## config.mk

```make
export PLATFORM = sky130hd
export DESIGN_NAME = julia_csr_launcher
export DESIGN_NICKNAME = d
export VERILOG_FILES = /design/src/rtl/julia_csr_pkg.sv /design/src/rtl/julia_wr_counter.sv /design/src/rtl/julia_csr_launcher.sv
export SDC_FILE = /design/constraint.sdc
export NUM_CORES = 1
export LEC_CHECK = 0
export ABC_AREA = 1
export CORE_MARGIN = 2
export CORE_UTILIZATION = 53
export DETAILED_ROUTE_END_ITERATION = 10
export PLACE_DENSITY = 0.81
export SYNTH_ARGS = -nofsm -noshare
export SYNTH_HDL_FRONTEND = slang
export SYNTH_SLANG_ARGS = --single-unit
```

## constraint.sdc

```tcl
create_clock -name clk -period 3.3 [get_ports clk]
set_clock_uncertainty 0.15 [all_clocks]
set_input_delay 0.495 -clock clk [delete_from_list [all_inputs] [get_ports clk]]
set_output_delay 0.495 -clock clk [all_outputs]
set_load 0.02 [all_outputs]
```

## src/rtl/julia_csr_pkg.sv

```systemverilog
// Shared definitions for the Julia engine CSR/launcher block:
// register map, CTRL/STATUS bit positions and launcher FSM states.
package julia_csr_pkg;

   localparam int REG_CTRL         = 0;
   localparam int REG_STATUS       = 1;
   localparam int REG_A            = 2;
   localparam int REG_B            = 3;
   localparam int REG_BASE_ADDR    = 4;
   localparam int REG_PIXEL_COUNT  = 5;
   localparam int REG_FRAME_PIXELS = 6;
   localparam int REG_CYCLE_COUNT  = 7;

   localparam int CTRL_START  = 0;
   localparam int CTRL_ABORT  = 1;
   localparam int CTRL_IRQ_EN = 2;

   localparam int ST_BUSY = 0;
   localparam int ST_DONE = 1;
   localparam int ST_ERR  = 2;

   localparam int FRAME_PIXELS_DEF = 307200;

   typedef enum logic [1:0] {IDLE, ENG_RST, LAUNCH, RUN} state_t;

endpackage

```

## src/rtl/julia_wr_counter.sv

```systemverilog
// Accepted-write counter: clears at frame launch, counts accepted master
// writes and strobes o_hit on the write that reaches the programmed limit.
module julia_wr_counter #(
   parameter int W = 32
) (
   input  logic         clk,
   input  logic         rst_n,
   input  logic         i_clear,
   input  logic         i_inc,
   input  logic [W-1:0] i_limit,
   output logic [W-1:0] o_count,
   output logic         o_hit
);

   logic [W-1:0] r_count;
   logic [W-1:0] w_next;

   assign w_next  = r_count + W'(1);
   assign o_hit   = i_inc && (w_next == i_limit);
   assign o_count = r_count;

   always_ff @(posedge clk or negedge rst_n) begin
      if (!rst_n) begin
         r_count <= '0;
      end else if (i_clear) begin
         r_count <= '0;
      end else if (i_inc) begin
         r_count <= w_next;
      end
   end

endmodule

```

## src/rtl/julia_csr_launcher.sv

```systemverilog
// Avalon-MM CSR slave and launch/monitor FSM for one Julia engine; forwards
// engine pixel writes to the master port with a base-address offset.
module julia_csr_launcher #(
   parameter int MASTER_ADDRESSWIDTH = 32,
   parameter int SLAVE_ADDRESSWIDTH  = 3,
   parameter int DATAWIDTH           = 32,
   parameter int CWIDTH              = 22,
   parameter int FRAME_PIXELS_DEF    = julia_csr_pkg::FRAME_PIXELS_DEF,
   parameter int RST_CYCLES          = 4
) (
   input  logic                           clk,
   input  logic                           toplevel_reset,
   input  logic [SLAVE_ADDRESSWIDTH-1:0]  slave_address,
   input  logic [DATAWIDTH-1:0]           slave_writedata,
   input  logic                           slave_write,
   input  logic                           slave_read,
   input  logic                           slave_chipselect,
   output logic [DATAWIDTH-1:0]           slave_readdata,
   output logic [MASTER_ADDRESSWIDTH-1:0] master_address,
   output logic [DATAWIDTH-1:0]           master_writedata,
   output logic                           master_write,
   input  logic                           master_waitrequest,
   output logic                           eng_rst_n,
   output logic                           eng_start,
   output logic [CWIDTH-1:0]              eng_a,
   output logic [CWIDTH-1:0]              eng_b,
   input  logic [MASTER_ADDRESSWIDTH-1:0] eng_wr_addr,
   input  logic [DATAWIDTH-1:0]           eng_wr_data,
   input  logic                           eng_wr_enable,
   output logic                           eng_wait_request,
   output logic                           irq
);
   import julia_csr_pkg::*;

   localparam int RCW = (RST_CYCLES > 1) ? $clog2(RST_CYCLES) : 1;
   localparam logic [SLAVE_ADDRESSWIDTH-1:0] A_CTRL   = SLAVE_ADDRESSWIDTH'(REG_CTRL);
   localparam logic [SLAVE_ADDRESSWIDTH-1:0] A_STATUS = SLAVE_ADDRESSWIDTH'(REG_STATUS);
   localparam logic [SLAVE_ADDRESSWIDTH-1:0] A_A      = SLAVE_ADDRESSWIDTH'(REG_A);
   localparam logic [SLAVE_ADDRESSWIDTH-1:0] A_B      = SLAVE_ADDRESSWIDTH'(REG_B);
   localparam logic [SLAVE_ADDRESSWIDTH-1:0] A_BASE   = SLAVE_ADDRESSWIDTH'(REG_BASE_ADDR);
   localparam logic [SLAVE_ADDRESSWIDTH-1:0] A_PIXCNT = SLAVE_ADDRESSWIDTH'(REG_PIXEL_COUNT);
   localparam logic [SLAVE_ADDRESSWIDTH-1:0] A_FRAME  = SLAVE_ADDRESSWIDTH'(REG_FRAME_PIXELS);
   localparam logic [SLAVE_ADDRESSWIDTH-1:0] A_CYCCNT = SLAVE_ADDRESSWIDTH'(REG_CYCLE_COUNT);

   state_t                 r_state;
   logic [RCW-1:0]         r_rst_cnt;
   logic                   r_eng_rst_n, r_eng_start, r_irq;
   logic                   r_done, r_err, r_irq_en;
   logic [DATAWIDTH-1:0]   r_a, r_b, r_base, r_frame_pixels, r_cycle_count, r_readdata;

   logic                   w_wr, w_rd, w_ctrl_wr, w_stat_wr, w_start_req, w_abort;
   logic                   w_idle, w_launch, w_zero_done, w_err_set, w_accept, w_hit;
   logic                   w_clear, w_done_nxt, w_err_nxt, w_irq_en_nxt;
   logic [DATAWIDTH-1:0]   w_pixel_count, w_status, w_ctrl;

   assign w_wr        = slave_chipselect & slave_write;
   assign w_rd        = slave_chipselect & slave_read & ~slave_write;
   assign w_ctrl_wr   = w_wr && (slave_address == A_CTRL);
   assign w_stat_wr   = w_wr && (slave_address == A_STATUS);
   assign w_start_req = w_ctrl_wr & slave_writedata[CTRL_START];
   assign w_abort     = w_ctrl_wr & slave_writedata[CTRL_ABORT];
   assign w_idle      = (r_state == IDLE);

   // Abort beats start; a zero-length frame completes without touching the engine.
   assign w_launch    = w_start_req & ~w_abort & w_idle & (r_frame_pixels != '0);
   assign w_zero_done = w_start_req & ~w_abort & w_idle & (r_frame_pixels == '0);
   assign w_err_set   = w_start_req & (w_abort | ~w_idle);
   assign w_clear     = w_launch | w_zero_done;

   assign master_write     = eng_wr_enable & (r_state == RUN);
   assign master_address   = MASTER_ADDRESSWIDTH'(r_base) + eng_wr_addr;
   assign master_writedata = eng_wr_data;
   assign eng_wait_request = master_waitrequest | (r_state != RUN);
   assign w_accept         = master_write & ~master_waitrequest & ~w_abort;

   // Hardware set wins over a same-cycle W1C.
   assign w_done_nxt   = w_zero_done | w_hit |
                         (r_done & ~(w_stat_wr & slave_writedata[ST_DONE]));
   assign w_err_nxt    = w_err_set |
                         (r_err & ~(w_stat_wr & slave_writedata[ST_ERR]));
   assign w_irq_en_nxt = w_ctrl_wr ? slave_writedata[CTRL_IRQ_EN] : r_irq_en;

   julia_wr_counter #(.W(DATAWIDTH)) u_wr_counter (
      .clk     (clk),
      .rst_n   (toplevel_reset),
      .i_clear (w_clear),
      .i_inc   (w_accept),
      .i_limit (r_frame_pixels),
      .o_count (w_pixel_count),
      .o_hit   (w_hit)
   );

   always_ff @(posedge clk or negedge toplevel_reset) begin
      if (!toplevel_reset) begin
         r_state       <= IDLE;
         r_rst_cnt     <= '0;
         r_eng_rst_n   <= 1'b0;
         r_eng_start   <= 1'b0;
         r_irq         <= 1'b0;
         r_done        <= 1'b0;
         r_err         <= 1'b0;
         r_cycle_count <= '0;
      end else begin
         r_done      <= w_done_nxt;
         r_err       <= w_err_nxt;
         r_irq       <= w_done_nxt & w_irq_en_nxt;
         r_eng_start <= 1'b0;
         if (w_clear) begin
            r_cycle_count <= '0;
         end else if ((r_state == RUN) && !w_abort && (r_cycle_count != '1)) begin
            r_cycle_count <= r_cycle_count + DATAWIDTH'(1);
         end
         if (w_abort) begin
            r_state     <= IDLE;
            r_eng_rst_n <= 1'b0;
         end else begin
            case (r_state)
               IDLE: begin
                  r_eng_rst_n <= 1'b1;
                  if (w_launch) begin
                     r_state     <= ENG_RST;
                     r_eng_rst_n <= 1'b0;
                     r_rst_cnt   <= RCW'(RST_CYCLES - 1);
                  end
               end
               ENG_RST: begin
                  if (r_rst_cnt == '0) begin
                     r_state     <= LAUNCH;
                     r_eng_rst_n <= 1'b1;
                     r_eng_start <= 1'b1;
                  end else begin
                     r_rst_cnt <= r_rst_cnt - RCW'(1);
                  end
               end
               LAUNCH:  r_state <= RUN;
               RUN:     if (w_hit) r_state <= IDLE;
               default: r_state <= IDLE;
            endcase
         end
      end
   end

   always_ff @(posedge clk or negedge toplevel_reset) begin
      if (!toplevel_reset) begin
         r_irq_en       <= 1'b0;
         r_a            <= '0;
         r_b            <= '0;
         r_base         <= '0;
         r_frame_pixels <= DATAWIDTH'(FRAME_PIXELS_DEF);
      end else begin
         r_irq_en <= w_irq_en_nxt;
         if (w_wr) begin
            case (slave_address)
               A_A:     r_a            <= slave_writedata;
               A_B:     r_b            <= slave_writedata;
               A_BASE:  r_base         <= slave_writedata;
               A_FRAME: r_frame_pixels <= slave_writedata;
               default: ;
            endcase
         end
      end
   end

   always_comb begin
      w_status              = '0;
      w_status[ST_BUSY]     = ~w_idle;
      w_status[ST_DONE]     = r_done;
      w_status[ST_ERR]      = r_err;
      w_ctrl                = '0;
      w_ctrl[CTRL_IRQ_EN]   = r_irq_en;
   end

   always_ff @(posedge clk or negedge toplevel_reset) begin
      if (!toplevel_reset) begin
         r_readdata <= '0;
      end else if (w_rd) begin
         case (slave_address)
            A_CTRL:   r_readdata <= w_ctrl;
            A_STATUS: r_readdata <= w_status;
            A_A:      r_readdata <= r_a;
            A_B:      r_readdata <= r_b;
            A_BASE:   r_readdata <= r_base;
            A_PIXCNT: r_readdata <= w_pixel_count;
            A_FRAME:  r_readdata <= r_frame_pixels;
            A_CYCCNT: r_readdata <= r_cycle_count;
            default:  r_readdata <= '0;
         endcase
      end
   end

   assign slave_readdata = r_readdata;
   assign eng_rst_n      = r_eng_rst_n;
   assign eng_start      = r_eng_start;
   assign irq            = r_irq;
   assign eng_a          = r_a[CWIDTH-1:0];
   assign eng_b          = r_b[CWIDTH-1:0];

endmodule

```

* Yosys cells after proc, flatten, opt, wreduce, memory -nomap -nowiden
Index checks and enable logic that the tools add are counted.
Word-level totals: output and inout port bits 145, bits of input ports 106, bits in registers 234, word-level logic and storage cells 110
Cells by class: bitwise operators 30, reduce and logical (&&, ||, !) cells 22, muxes and demuxes 21, equality and inequality tests 18, add/subtract/negate cells 4
Operators with widths (count):
- $pmux 32 s8 | 1
- $mux 32 | 4
- $add 32x1->32 const B | 2
- $add 32x32->32 | 1
- $eq 32x32->1 | 1
- $logic_not 32->1 | 1
- $ne 32x32->1 const B | 1
- $reduce_bool 32->1 | 1
- $and 1x1->1 | 18
- $eq 3x3->1 const B | 4
- $mux 2 | 6
- $reduce_and 2->1 | 5
- $pmux 2 s4 | 1
- $mux 1 | 7
- $eq 3x2->1 const B | 2
- $ne 3x3->1 const B | 2
- $not 1->1 | 6
- $or 1x1->1 | 6
- $reduce_bool 2->1 | 3
- $logic_and 1x1->1 | 5
- $eq 2x2->1 const B | 2
- $logic_not 2->1 | 2
- $ne 2x2->1 const B | 2
- $pmux 2 s2 | 1
- other kinds (11) | 11

* Logic depth before layout (Yosys ltp)
depth in word-level cells 10, mapped depth 18, depth with buffers taken out 18

* Modules after synthesis
Synthesis repeated with hierarchy kept, for this count alone.
Unflattened totals: cell total of the unflattened synthesis 2311, area total of the unflattened synthesis 15716.3 um^2
By module, submodules not included:
- julia_csr_launcher | instances 1, area an instance 12877.4 um^2, cells an instance 1829, sequential area each 5059.9 um^2
- julia_wr_counter | instances 1, area an instance 2839.0 um^2, cells an instance 482, sequential area each 800.8 um^2

* Least setup slack after synthesis
OpenSTA, ideal clock, no wires.
path kind in2out, start point input eng_wr_addr[0], end point output master_address[20], arrival 2.518 ns, buffers on the path 0, slack 0.137 ns, required time 2.655 ns, stages on the path 10, path through ha_1 -> inv_1 -> fa_1 -> o21a_1 -> o21ai_0 -> a21oi_1 -> o211ai_1 -> nand2_1 -> a21oi_1 -> xor2_1
On the way: longest elaborated chain between the ends 1
RTL lines:
- from (decl) | RTL line julia_csr_launcher.sv:27 | input logic [MASTER_ADDRESSWIDTH-1:0] eng_wr_addr,
- $add 32x32->32 | RTL line julia_csr_launcher.sv:71 | assign master_address = MASTER_ADDRESSWIDTH'(r_base) + eng_wr_addr;
- to (decl) | RTL line julia_csr_launcher.sv:19 | output logic [MASTER_ADDRESSWIDTH-1:0] master_address,
No other way between the ends.

* Final worst setup path
start point register r_base[0], end point output master_address[28]
On the way: longest elaborated chain between the ends 1
RTL lines:
- from (decl) | RTL line julia_csr_launcher.sv:49 | logic [DATAWIDTH-1:0] r_a, r_b, r_base, r_frame_pixels, r_cycle_count, r_readdata;
- from (signal assigned) | RTL line julia_csr_launcher.sv:156 | A_BASE: r_base <= slave_writedata;
- $add 32x32->32 | RTL line julia_csr_launcher.sv:71
No other way between the ends.

==> run metrics <==
Syn Std Cell Area 14,300 µm²; CTS tree yes; Die ar. 28,400 µm²; worst-case hold path end point r_b[23]; Num CTS Buffers 27; Synth top area share 40.1%; critical path class reg -> out; Final Hold Vio Count 0; number of synthesized flops with an enable pin 0; Period minus WS final 3500 ps; final core utilization 69.1%; Required @ worst endpoint 2650 ps; Max Root-Sink Buffers 3; Slew HR 48.8%; wire length per cell 21.0 µm; cells along the critical path ha_2 -> inv_2 -> fa_2 -> buf_6 -> o211ai_1 -> buf_4 -> nand2_2 -> o211ai_1 -> nand3_1 -> nand2_1 -> xor2_1 -> buf_4; Final Cycle Share 106%; core box area 26,800 µm²; routability cong. 0.982; Setup TNS Final -1030 ps; Hold WS 340 ps; Max Freq 285 MHz; Synthesized Nets 2,000; failing checks negative setup slack; r2r setup slk 190 ps; effective utilization at floorplan 53.5%; CP Buf/Inv Count 4; Synth cell types 53; clock root cell clkbuf_16; cell row count 60; clk_lat worst skew 550 ps; Top Ports 251; Non-Filler Instances 2,457; vias per cell 5.98; Setup violations, final 7; RSZ-0062 raised after global routing true; total grt overflow 0; Synth area leader dfrtp_1; Final WS setup -203 ps; dpl hpwl 38.0 mm; Final ANT Viol Nets 0; initial antenna violation count 2; Worst-Margin Slew 768 ps; WL final 51.5 mm; R2R Path Start u_wr_counter.o_count[0]; Crit Path Max Fanout 3; Critical Path End Type output pin; Synthesis Warnings 0; Slowest-stage cell, CP dfrtp_1; Crit Reg-Reg Endpoint r_state[1]; cells after synthesis 1,855; Reg2Reg Depth 18; Avg Cell Area, Syn 7.73 µm²; Hold Startpoint r_b[23]; fin. max-slew vios 0; area delta synth->final 29.1%; largest net degree at the start of global routing 93; HP Class reg -> reg; layout cells sized above 1 17.8%; Die X 169 µm; first-pass GRT wire length 76.7 mm; Die Span Y 169 µm; outcome complete, but fails checks; Power per Cell Area 730 nW/µm²; Num Clock Sinks 234; ys flop type dfrtp_1; # DRC 0; Critical Path Source r_base[0]; H-tree depth 1; overall power 13,500 µW; vias in the first global route 13,900; top cells by area, synth dfrtp_1 (40%), nand2_1 (12%), o21ai_0 (6.8%), inv_1 (4.9%), buf_4 (4.0%); nets@finish 2,239; CP startpoint kind flip-flop; buffers added on ports 186; hold-critical path depth 2; sequential area share after synthesis 40.8%; critical path's top delay family adder cells; VDD IR max 521 µV; gr usage total 35.0%; Pre-Repair DR Iteration Count 8; CP max stage delay 390 ps; placed cells 2,390; initial drt markers 1,636; routed vias 14,700; Worst-path clk slew 60 ps; WP data arrival 2860 ps; Yosys reg bits 234; Lkg Pwr 0.00863 µW; fraction of registers with async set/reset 100%; total of max-cap violations 0
[registers in the layout, summed over array words and instances (netlist names)]
| signal | count |
|---|---|
| r_irq_en | 1 |
| u_wr_counter.o_count | 32 |
| eng_start | 1 |
| eng_rst_n | 1 |
| irq | 1 |
| r_err | 1 |
| r_cycle_count | 32 |
| r_b | 32 |
| r_done | 1 |
| r_a | 32 |
| r_rst_cnt | 2 |
| r_state | 2 |
| r_frame_pixels | 32 |
| r_base | 32 |
| slave_readdata | 32 |
[routing by layer]
metal	track usage (%)	up-vias	wire [µm]
li1	-	6641	-
met1	44.8	6998	20000
met2	58.7	895	24700
met3	6.10	165	4370
met4	15.2	0	2470
met5	0	-	0
[layout make-up]
class | count | area, µm²
Sequential cell | 234 | 5860
Clock buffer | 41 | 818
Timing Repair Buffer | 342 | 3100
Inverter | 199 | 747
Antenna cell | 2 | 5.00
Fill cell | 2109 | 8270
Clock inverter | 8 | 101
Tap cell | 341 | 427
Multi-Input combinational cell | 1290 | 7460
[power by group]
part / internal [µW] / switching [µW] / total [µW]
Combinational: 2470 / 3360 / 5840
Clock: 1860 / 1250 / 3110
Sequential: 3660 / 914 / 4580
Total: 8000 / 5520 / 13500
[through the flow]
stage	worst slack, ps	instance area [µm²]
finish	-203	18500
global route	-340	18500
CTS	-168	18100
detailed placement	-765	17000
global placement	-732	17000
floorplan	137	14300
[cell usage after synthesis, types with 4 or more instances]
cell and number:
nor2_2 7, nand2_1 455, mux2_2 31, dfstp_2 4, o21ai_0 195, nand4_1 28, clkbuf_1 51, inv_2 9
nor2_1 130, nor3_2 6, dfrtp_1 230, a22oi_1 57, nand3_1 78, o211ai_1 4, o2111ai_1 27, nand2_2 8
a31oi_1 6, o31ai_1 4, a221oi_1 5, o22ai_1 5, nor4_1 10, o21ai_1 5, inv_1 188, nor3_1 24
o21a_1 7, nor2_4 4, buf_2 4, xnor2_1 13, a21oi_1 84, ha_1 38, xor2_1 31, buf_4 76
[placed cells by master (no fill, tap or decap), types with 9 or more instances in the layout]
cell,instances
xnor2_1,11
dfrtp_1,228
nor2_2,13
nand4_1,28
a22oi_1,57
mux2_2,31
nor3_1,22
a21oi_2,10
inv_2,12
clkbuf_16,27
o2111ai_1,26
xor2_1,30
ha_4,17
buf_4,156
nand2_1,439
nor2_1,121
clkbuf_8,9
ha_1,20
o21ai_0,191
clkdlybuf4s50_1,153
nand3_1,74
a21oi_1,71
nand2_2,23
inv_1,185
[worst min-delay path: stages, from the launching register on]
cell and delay [ps]:
dfrtp_1 340, nand2_1 50, o21ai_0 60
[timing repair]
item | CTS | global route
gates cloned | 0 | 0
setup endpoints to repair | 27 | 25
hold buffers | 1 | 0
setup buffers | 5 | 12
gates resized for setup | 125 | 84
pin swaps | 21 | 34
hold endpoints to repair | 88 | 0
[cells by family (layout without fill, tap and decap cells)]
family	Yosys count	count (layout)	share of synthesized area, %
simple gates	761	761	22.7
compound gates	413	413	16.9
buf+inv	331	590	10.7
flops	234	234	40.8
xor+xnor	46	46	3.01
fa+ha+maj	39	39	3.45
mux	31	31	2.43
other cells	0	2	0
[worst max path at each step]
stage | to | slack (ps) | cells past startpoint
6_report | master_address[28] | -200 | 12
2_1_floorplan | master_address[20] | 140 | 10
3_3_place_gp | master_address[20] | -730 | 12
5_1_grt | master_address[24] | -340 | 14
4_1_cts | master_address[24] | -170 | 14
3_5_place_dp | master_address[20] | -770 | 12
No activity file was read; power rests on OpenSTA's default activity.
